File: src/rtl/m1_frame_sequencer_pkg.sv
// Shared constants and state encoding for the M1 telemetry channel
// (frame sequencer, word filler, phrase buffer).
package m1_frame_sequencer_pkg;

  localparam int M1_WORD_BITS  = 12;
  localparam int M1_PHRASE_LEN = 128;
  localparam int M1_GROUP_LEN  = 32;
  localparam int PTR_W         = 7;
  localparam int GRP_W         = 5;
  localparam int BIT_W         = $clog2(M1_WORD_BITS);

  typedef enum logic [1:0] {
    IDLE  = 2'd0,
    PRIME = 2'd1,
    RUN   = 2'd2,
    DRAIN = 2'd3
  } seq_state_t;

endpackage

File: src/rtl/m1_frame_sequencer_bit_divider.sv
// Serial bit-rate divider: divCnt runs 0..CLK_DIV-1 while enabled, tick marks the
// last clock of a bit and bit_strobe flags the first clock of the following bit.
module m1_bit_divider #(
  parameter int CLK_DIV = 4
) (
  input  logic clk,
  input  logic reset,
  input  logic en,
  input  logic start,
  input  logic halt,
  output logic tick,
  output logic bit_strobe
);

  localparam int DIV_W = $clog2(CLK_DIV);

  logic [DIV_W-1:0] div_cnt;

  assign tick = en && (div_cnt == DIV_W'(CLK_DIV - 1));

  // Divider counter and bit-start pulse; start covers bit 0 of the first word,
  // halt suppresses the pulse after the final bit of a stream.
  always_ff @(posedge clk) begin
    if (!reset) begin
      div_cnt    <= '0;
      bit_strobe <= 1'b0;
    end else begin
      bit_strobe <= start | (tick & ~halt);
      if (!en || tick) div_cnt <= '0;
      else             div_cnt <= div_cnt + 1'b1;
    end
  end

endmodule

File: src/rtl/m1_frame_sequencer.sv
// M1 frame sequencer: walks word slots 0..PHRASE_LEN-1 and phrases 0..GROUP_LEN-1,
// fetches one word per slot from the filler and serializes it MSB first.
//
// Fetch handshake: buf_get_word is a one-clock request. buf_rd_pointer/cnt_grp are
// updated with the strobe and held until the next strobe; the filler registers the
// word, so data_word is valid from the clock after the strobe until the next strobe.
module m1_frame_sequencer
  import m1_frame_sequencer_pkg::*;
#(
  parameter int CLK_DIV    = 4,
  parameter int PHRASE_LEN = M1_PHRASE_LEN,
  parameter int GROUP_LEN  = M1_GROUP_LEN
) (
  input  logic                    clk,
  input  logic                    reset,
  input  logic                    run,
  input  logic [M1_WORD_BITS-1:0] data_word,
  output logic                    buf_get_word,
  output logic [PTR_W-1:0]        buf_rd_pointer,
  output logic [GRP_W-1:0]        cnt_grp,
  output logic                    ser_out,
  output logic                    bit_strobe,
  output logic                    frame_sync,
  output logic                    busy,
  output logic [1:0]              fsm_state
);

  seq_state_t               state;
  logic [M1_WORD_BITS-1:0]  shreg;
  logic [BIT_W-1:0]         bit_cnt;
  logic [PTR_W-1:0]         cur_ptr;
  logic [GRP_W-1:0]         cur_grp;
  logic                     pend;
  logic                     prime_cnt;

  logic                     tick;
  logic                     shifting;
  logic                     last_slot;
  logic [PTR_W-1:0]         nxt_ptr;
  logic [GRP_W-1:0]         nxt_grp;
  logic                     prefetch;
  logic                     word_end;
  logic                     stop_now;
  logic                     prime_load;
  logic                     load_now;
  logic                     committed;

  // Slot arithmetic for the word after the one currently shifting.
  assign last_slot = (cur_ptr == PTR_W'(PHRASE_LEN - 1));
  assign nxt_ptr   = last_slot ? '0 : cur_ptr + 1'b1;
  assign nxt_grp   = !last_slot ? cur_grp :
                     (cur_grp == GRP_W'(GROUP_LEN - 1)) ? '0 : cur_grp + 1'b1;

  assign shifting   = (state == RUN) || (state == DRAIN);
  // A draining channel does not fetch word 0 of the next phrase.
  assign prefetch   = shifting && tick && (bit_cnt == BIT_W'(1)) &&
                      !((state == DRAIN) && !run && last_slot);
  assign word_end   = shifting && tick && (bit_cnt == BIT_W'(M1_WORD_BITS - 1));
  // No word waiting at the end of a word only happens after a suppressed fetch.
  assign stop_now   = word_end && (state == DRAIN) && !pend;
  assign prime_load = (state == PRIME) && prime_cnt;
  assign load_now   = prime_load || (word_end && !stop_now);
  // Once the last-slot fetch point has passed without a fetch the stop is final.
  assign committed  = (bit_cnt >= BIT_W'(2)) && !pend;

  assign ser_out   = shreg[M1_WORD_BITS-1];
  assign busy      = (state != IDLE);
  assign fsm_state = state;

  m1_bit_divider #(.CLK_DIV(CLK_DIV)) u_div (
    .clk        (clk),
    .reset      (reset),
    .en         (shifting),
    .start      (prime_load),
    .halt       (stop_now),
    .tick       (tick),
    .bit_strobe (bit_strobe)
  );

  // Sequencer FSM, fetch strobe, slot counters and shift register.
  always_ff @(posedge clk) begin
    if (!reset) begin
      state          <= IDLE;
      buf_get_word   <= 1'b0;
      buf_rd_pointer <= '0;
      cnt_grp        <= '0;
      frame_sync     <= 1'b0;
      shreg          <= '0;
      bit_cnt        <= '0;
      cur_ptr        <= '0;
      cur_grp        <= '0;
      pend           <= 1'b0;
      prime_cnt      <= 1'b0;
    end else begin
      buf_get_word <= 1'b0;
      case (state)
        IDLE: begin
          prime_cnt <= 1'b0;
          if (run) begin
            state          <= PRIME;
            buf_get_word   <= 1'b1;
            buf_rd_pointer <= '0;
            // After a drain stop the stream resumes with the following phrase.
            cnt_grp        <= nxt_grp;
          end
        end
        PRIME: begin
          prime_cnt <= 1'b1;
          if (prime_cnt) state <= RUN;
        end
        RUN: begin
          if (!run) state <= DRAIN;
        end
        DRAIN: begin
          if (run && !committed) state <= RUN;
        end
        default: state <= IDLE;
      endcase

      if (prefetch) begin
        buf_get_word   <= 1'b1;
        buf_rd_pointer <= nxt_ptr;
        cnt_grp        <= nxt_grp;
        pend           <= 1'b1;
      end

      if (load_now) begin
        shreg      <= data_word;
        bit_cnt    <= '0;
        cur_ptr    <= buf_rd_pointer;
        cur_grp    <= cnt_grp;
        frame_sync <= (buf_rd_pointer == '0) && (cnt_grp == '0);
        pend       <= 1'b0;
      end else if (stop_now) begin
        state      <= IDLE;
        shreg      <= '0;
        bit_cnt    <= '0;
        frame_sync <= 1'b0;
      end else if (shifting && tick) begin
        shreg   <= shreg << 1;
        bit_cnt <= bit_cnt + 1'b1;
      end
    end
  end

endmodule

File: config.mk
export PLATFORM = sky130hd
export DESIGN_NAME = m1_frame_sequencer
export DESIGN_NICKNAME = d
export VERILOG_FILES = /design/src/rtl/m1_frame_sequencer_pkg.sv /design/src/rtl/m1_frame_sequencer_bit_divider.sv /design/src/rtl/m1_frame_sequencer.sv
export SDC_FILE = /design/constraint.sdc
export NUM_CORES = 1
export LEC_CHECK = 0
export BUFFER_PORTS_ARGS = -buffer_cell sky130_fd_sc_hd__buf_2
export CAP_MARGIN = 10
export CORE_ASPECT_RATIO = 2
export CORE_UTILIZATION = 25
export CTS_CLUSTER_DIAMETER = 80
export DETAILED_ROUTE_END_ITERATION = 10
export GPL_TIMING_DRIVEN = 1
export PLACE_DENSITY_LB_ADDON = 0.08
export RECOVER_POWER = 100
export SETUP_SLACK_MARGIN = 0.5
export SLEW_MARGIN = 0
export SYNTH_ARGS = -nofsm -noshare
export SYNTH_HDL_FRONTEND = slang
export SYNTH_HIERARCHICAL = 1
export SYNTH_SLANG_ARGS = --single-unit
File: constraint.sdc
create_clock -name clk -period 2 [get_ports clk]
set_input_delay 0.6 -clock clk [delete_from_list [all_inputs] [get_ports clk]]
set_output_delay 0.6 -clock clk [all_outputs]
set_load 0.02 [all_outputs]
-- Yosys cells after proc, flatten, opt, wreduce, memory -nomap -nowiden
Cells that the tools add are included.
- word-level logic and storage cells: 91
- output and inout bits: 19
- input port bits: 15
- bits in registers: 49
- add/subtract/negate cells: 4
- eq/ne operators: 8
- bitwise logic cells: 4
- order comparisons: 1
- muxes and demuxes: 25
- reduce and logical (&&, ||, !) cells: 36
- operators with widths (kind ; count):
    $mux 12 ; 3
    $mux 7 ; 4
    $mux 5 ; 5
    $logic_and 1x1->1 ; 14
    $mux 2 ; 6
    $reduce_bool 2->1 ; 5
    $pmux 2 s4 ; 1
    $add 7x1->7 const B ; 1
    $eq 7x7->1 const B ; 1
    $logic_not 7->1 ; 1
    $eq 2x2->1 const B ; 3
    $logic_not 1->1 ; 6
    $add 5x1->5 const B ; 1
    $eq 5x5->1 const B ; 1
    $logic_not 5->1 ; 1
    $mux 1 ; 5
    $add 4x1->4 const B ; 1
    $eq 4x1->1 const B ; 1
    $eq 4x4->1 const B ; 1
    $ge 4x2->1 const B ; 1
    $reduce_or 2->1 ; 2
    $logic_or 1x1->1 ; 3
    $reduce_bool 3->1 ; 1
    $reduce_or 3->1 ; 1
    other kinds (8) ; 9

-- Longest topological paths before layout
- depth after elaboration: 11
- gate-level depth with buffers: 9
- gate-level depth less buffers: 7

-- Hierarchy
Netlist, hierarchy kept.
- modules (own cells, without submodules) (module ; instances ; seq. area each (um2) ; cells an instance ; area each (um2)):
    m1_frame_sequencer ; 1 ; 920.9 ; 268 ; 2294.7
    m1_bit_divider ; 1 ; 60.1 ; 10 ; 110.1

-- Worst setup path before layout
OpenSTA, ideal clock, no wires.
- path type: register -> register
- from: reg state[1] (netlist: fsm_state[1])
- to: reg cnt_grp[3]
- setup time: 88 ps
- period minus slack after synthesis: 2082 ps
- path slack: -82 ps
- cell stages (with the launch flop): 10
- arrival: 1993 ps
- required time: 1912 ps
- path buffers: 4
- path through: dfxtp_1 > buf_2 > clkbuf_1 > and2_1 > and2_1 > buf_4 > nand3_1 > clkbuf_1 > o211a_1 > a311oi_2
- cells in the longest elaborated chain, start to end: 8
- RTL lines (what ; line ; RTL):
    start: declaration ; m1_frame_sequencer.sv:28 ; seq_state_t state;
    start signal: assignment ; m1_frame_sequencer.sv:83 ; state <= IDLE;
    start signal: assignment ; m1_frame_sequencer.sv:100 ; state <= PRIME;
    start signal: assignment ; m1_frame_sequencer.sv:109 ; if (prime_cnt) state <= RUN;
    $eq 2x2->1 ; m1_frame_sequencer.sv:54 ; assign shifting = (state == RUN) || (state == DRAIN);
    $logic_or 1x1->1 * ; m1_frame_sequencer.sv:54 ;
    via shifting ; m1_frame_sequencer.sv:37 ; logic shifting;
    $logic_and 1x1->1 * ; m1_frame_sequencer_bit_divider.sv:19 ; assign tick = en && (div_cnt == DIV_W'(CLK_DIV - 1));
    via tick ; m1_frame_sequencer.sv:36 ; logic tick;
    $logic_and 1x1->1 * (3 in a row) ; m1_frame_sequencer.sv:56 ; assign prefetch = shifting && tick && (bit_cnt == BIT_W'(1)) &&
    $reduce_bool 2->1 (no source line) ; -- ;
    $reduce_and 2->1 (no source line) ; -- ;
    end signal: assignment ; m1_frame_sequencer.sv:104 ; cnt_grp <= nxt_grp;
    end signal: assignment ; m1_frame_sequencer.sv:123 ; cnt_grp <= nxt_grp;
    end: declaration ; m1_frame_sequencer.sv:20 ; output logic [GRP_W-1:0] cnt_grp,
Mark *: on every way through the listed nets, which the timed path passes. The rest lies on a longest branch.
A chain may end at the register's enable or synchronous reset.

-- Worst setup path after layout
- from: reg state[1] (netlist: fsm_state[1])
- to: reg shreg[2]
- cells in the longest elaborated chain, start to end: 11
- RTL lines (what ; line ; RTL):
    $eq 2x2->1 ; m1_frame_sequencer.sv:54 ;
    $logic_or 1x1->1 * ; m1_frame_sequencer.sv:54 ;
    $logic_and 1x1->1 * ; m1_frame_sequencer_bit_divider.sv:19 ;
    via tick ; m1_frame_sequencer.sv:36 ;
    $logic_and 1x1->1 * ; m1_frame_sequencer.sv:58, m1_frame_sequencer.sv:139 ;
    $logic_and 1x1->1 ; m1_frame_sequencer.sv:58 ; assign word_end = shifting && tick && (bit_cnt == BIT_W'(M1_WORD_BITS - 1));
    $logic_and 1x1->1 (2 in a row) ; m1_frame_sequencer.sv:60 ; assign stop_now = word_end && (state == DRAIN) && !pend;
    $logic_not 1->1 ; m1_frame_sequencer.sv:62 ; assign load_now = prime_load || (word_end && !stop_now);
    $logic_and 1x1->1 ; m1_frame_sequencer.sv:62 ;
    $logic_or 1x1->1 ; m1_frame_sequencer.sv:62 ;
    $reduce_bool 3->1 (no source line) / $mux 12 (equally long branches) ; -- ;
    end signal: assignment ; m1_frame_sequencer.sv:128 ; shreg <= data_word;
    end signal: assignment ; m1_frame_sequencer.sv:140 ; shreg <= shreg << 1;
    end: declaration ; m1_frame_sequencer.sv:29 ; logic [M1_WORD_BITS-1:0] shreg;
Marks and branches as above.

==> impl_results.md <==
- Clk buf depth: 2
- IO Port Bufs: 33
- Final Wtd Congestion: 0.745
- Post-Synthesis Cells: 278
- Rel. slew slack: 60.4%
- Pwr/cell area: 583 nW/um^2
- Vias in the first global route: 2515
- Num CTS Buffers: 5
- Cell area after layout: 3660 um^2
- Fin nets: 370
- Row count: 50
- Slew Limit Fails: 0
- Synth unique cells: 49
- Switching power: 0.551 mW
- Count of state elements after synthesis: 49
- Setup TNS: 0 ns
- Critical path class: flop to flop
- Outcome: finished, violations left
- Post-synth top area share: 40.8%
- Crit path required time: 2.22 ns
- Synthesized area per cell: 8.65 um^2
- Die width: 71.4 um
- Post-synth top flop: dfxtp_1
- R2r worst-path depth: 7
- Worst reg2reg setup slack: 0.25 ns
- Number of flops mapped to enable cells by yosys: 0
- Fin. Hold Viols: 0
- Worst-Margin Slew: 0.595 ns
- Largest net degree at the start of global routing: 38
- Critical R2R Capture: shreg[2]
- Most frequent cell after synthesis: dfxtp_1
- CP Capture Type: flop
- Leak: 1.29 nW
- Reg-to-Reg Start: fsm_state[1]
- Post-DRT Antenna Nets: 0
- Placeable Area: 9320 um^2
- Wire length per cell: 18.8 um
- Layout cells sized above 1: 48.7%
- CTS clock-pin slew for the worst setup and hold paths: 0.07 ns
- Sw Ratio: 25.9%
- Fmax: 573 MHz
- Residual DRC: 7
- DR vias/cell: 5.39
- CP arrival: 1.97 ns
- GR Util All Layers: 17.4%
- Cell taking the most area after synthesis: dfxtp_1
- Overflow after GRT: 0
- Synth area leaders: dfxtp_1, a21oi_1, nand3_1, mux2_2, ha_1
- Antenna Cells: 0
- Top Ports: 34
- Root Buffer: clkbuf_16
- Combinational group share of total power: 12.7%
- H-Tree Depth: 2
- Initial core utilization: 25.8%
- Mapped Area: 2400 um^2
- Iter 0 DRT Violations: 131
- RSZ-0062 raised after global routing: true
- Clock power share: 39.4%
- DRT Pass-1 Iters: 7
- Max rail drop VDD: 0.379 mV
- Violations in the final reports: design-rule violations
- Final setup violating endpoints: 0
- Die height: 141 um
- Detailed Place HPWL: 5390 um
- Pint: 1.58 mW
- Crit. Startpoint: fsm_state[1]
- Register Area: 1010 um^2
- First-pass GRT wire length: 13100 um
- Sequential Power Share: 47.8%
- Via count: 2441
- CTS tree: done
- CP startpoint kind: flop
- Critical Path Sink: shreg[2]
- Fillers: 972
- Post-CTS Hold Buffers: 0
- Area after DPL: 2810 um^2
- Min Tclk post-route: 1.75 ns
- Drt total wl: 8530 um
- Synth-to-layout area growth: 52.2%
- Worst-skew pair later-pin latency: 0.29 ns
- Antenna violations before repair: 0
- Max Cap Viol: 0
- Post-synthesis net count: 300
- Clock sinks: 49
- Placed cells: 411
- Post-synth top cells: dfxtp_1, a21oi_1, nand3_1
- Hold Crit Class: flop to flop
- Seq/Total Area, Yosys: 40.8%
- Warnings from Yosys: 6
- Clock Skews: 0.00467 ns
- Die area: 10000 um^2
- Post-Layout Cell Count: 453
- Ys async rst share: 0%
- CP Max Fanout: 8
- Multi-input logic area: 1720 um^2
- Final period util: 87.3%
[worst max-delay path, stage by stage, from the launching register on]
cell and delay, ns:
dfxtp_1 0.37, buf_6 0.13, and2_4 0.15, and2_4 0.23
a31o_4 0.21, clkbuf_2 0.30, nand3_1 0.15, a21oi_2 0.14
[worst min-delay path by stage]
stage,from,end,slack [ns],cells past startpoint
2_1_floorplan,u_div/div_cnt[0],u_div/div_cnt[0],0.40,1
3_3_place_gp,u_div/div_cnt[0],u_div/div_cnt[0],0.41,1
3_5_place_dp,u_div/div_cnt[0],u_div/div_cnt[0],0.42,1
4_1_cts,u_div/div_cnt[0],u_div/div_cnt[0],0.44,1
5_1_grt,u_div/div_cnt[0],u_div/div_cnt[0],0.47,1
6_report,u_div/div_cnt[0],u_div/div_cnt[0],0.45,1
[cells in the final DEF (no fill, tap or decap), types with 3 or more instances in the layout]
master     synthesis  layout
o211ai_1           8       8
ha_1               7       3
nor2_1            15       9
buf_4              1      26
nand2_1           21       8
o21ai_0           16      10
nand3_1           30      26
clkbuf_1           9      18
a221oi_1           4       3
nand3_2            0       3
buf_6              0      15
a21oi_1           38      22
buf_2              7      13
nor2_2             0       5
inv_1              3       3
dfxtp_2            0      17
mux2i_4            0       3
nor3_1             4       4
clkbuf_16          0       6
or3_1              3       3
nand2_4            0      12
nand3_4            1       3
dfxtp_1           49      31
mux2_2            11      11
o21ai_2            1       5
a21oi_2            0      16
xor2_1             4       4
[kinds of logic after synthesis]
family | after synthesis | share of synthesized area [%]
AO/OA/AOI/OAI | 82 | 21.2
multiplexers | 15 | 6.82
AND/OR/NAND/NOR | 96 | 21.3
adder cells (fa/ha/maj) | 7 | 3.64
XOR/XNOR | 6 | 2.19
buffers and inverters | 23 | 4.11
flip-flops | 49 | 40.8
[per-stage QoR]
stage | worst slack [ns] | utilization (%) | total power [mW] | hold slack, ns
floorplan | 0.301 | - | 1.15 | 0.403
global placement | 0.189 | 30.1 | 1.23 | 0.409
detailed placement | 0.199 | 30.1 | 1.23 | 0.425
CTS | 0.378 | 37.1 | 2.14 | 0.443
global route | 0.155 | 39.3 | 2.22 | 0.468
finish | 0.254 | 39.3 | 2.13 | 0.448
[flip-flops by register name, indices dropped and copies added (netlist names), 2 cells and up]
signal / cells
u_div/div_cnt: 2
cur_grp: 5
shreg: 12
cnt_grp: 5
fsm_state: 2
cur_ptr: 7
buf_rd_pointer: 7
bit_cnt: 4
[power groups by stage]
stage / clock [mW] / sequential, mW / combinational [mW]
floorplan: 0 / 1.05 / 0.101
global placement: 0 / 1.05 / 0.181
detailed placement: 0 / 1.05 / 0.180
CTS: 0.867 / 1.02 / 0.251
global route: 0.907 / 1.02 / 0.294
finish: 0.841 / 1.02 / 0.271
[per-layer routing]
| layer | wire, um | GRT usage (%) |
|---|---|---|
| met1 | 3030 | 16.3 |
| met2 | 5070 | 35.4 |
| met3 | 214 | 2.50 |
| met4 | 225 | 7.89 |
| met5 | 0 | 0 |
[repair_timing]
action,in CTS,in global routing
gates cloned,4,2
pin swaps,32,34
setup endpoints to repair,49,58
buffers inserted,23,5
resized for setup,83,73
[layout make-up]
type                       count  area share (%)
clock buffer                   6            3.52
clock inverter                 2           0.274
inverter                       5           0.513
multi-input combinational    207            46.9
sequential                    49            27.5
tap                          104            3.56
timing repair buffer          80            17.7
Note: power is estimated with default switching activity, not from simulation.
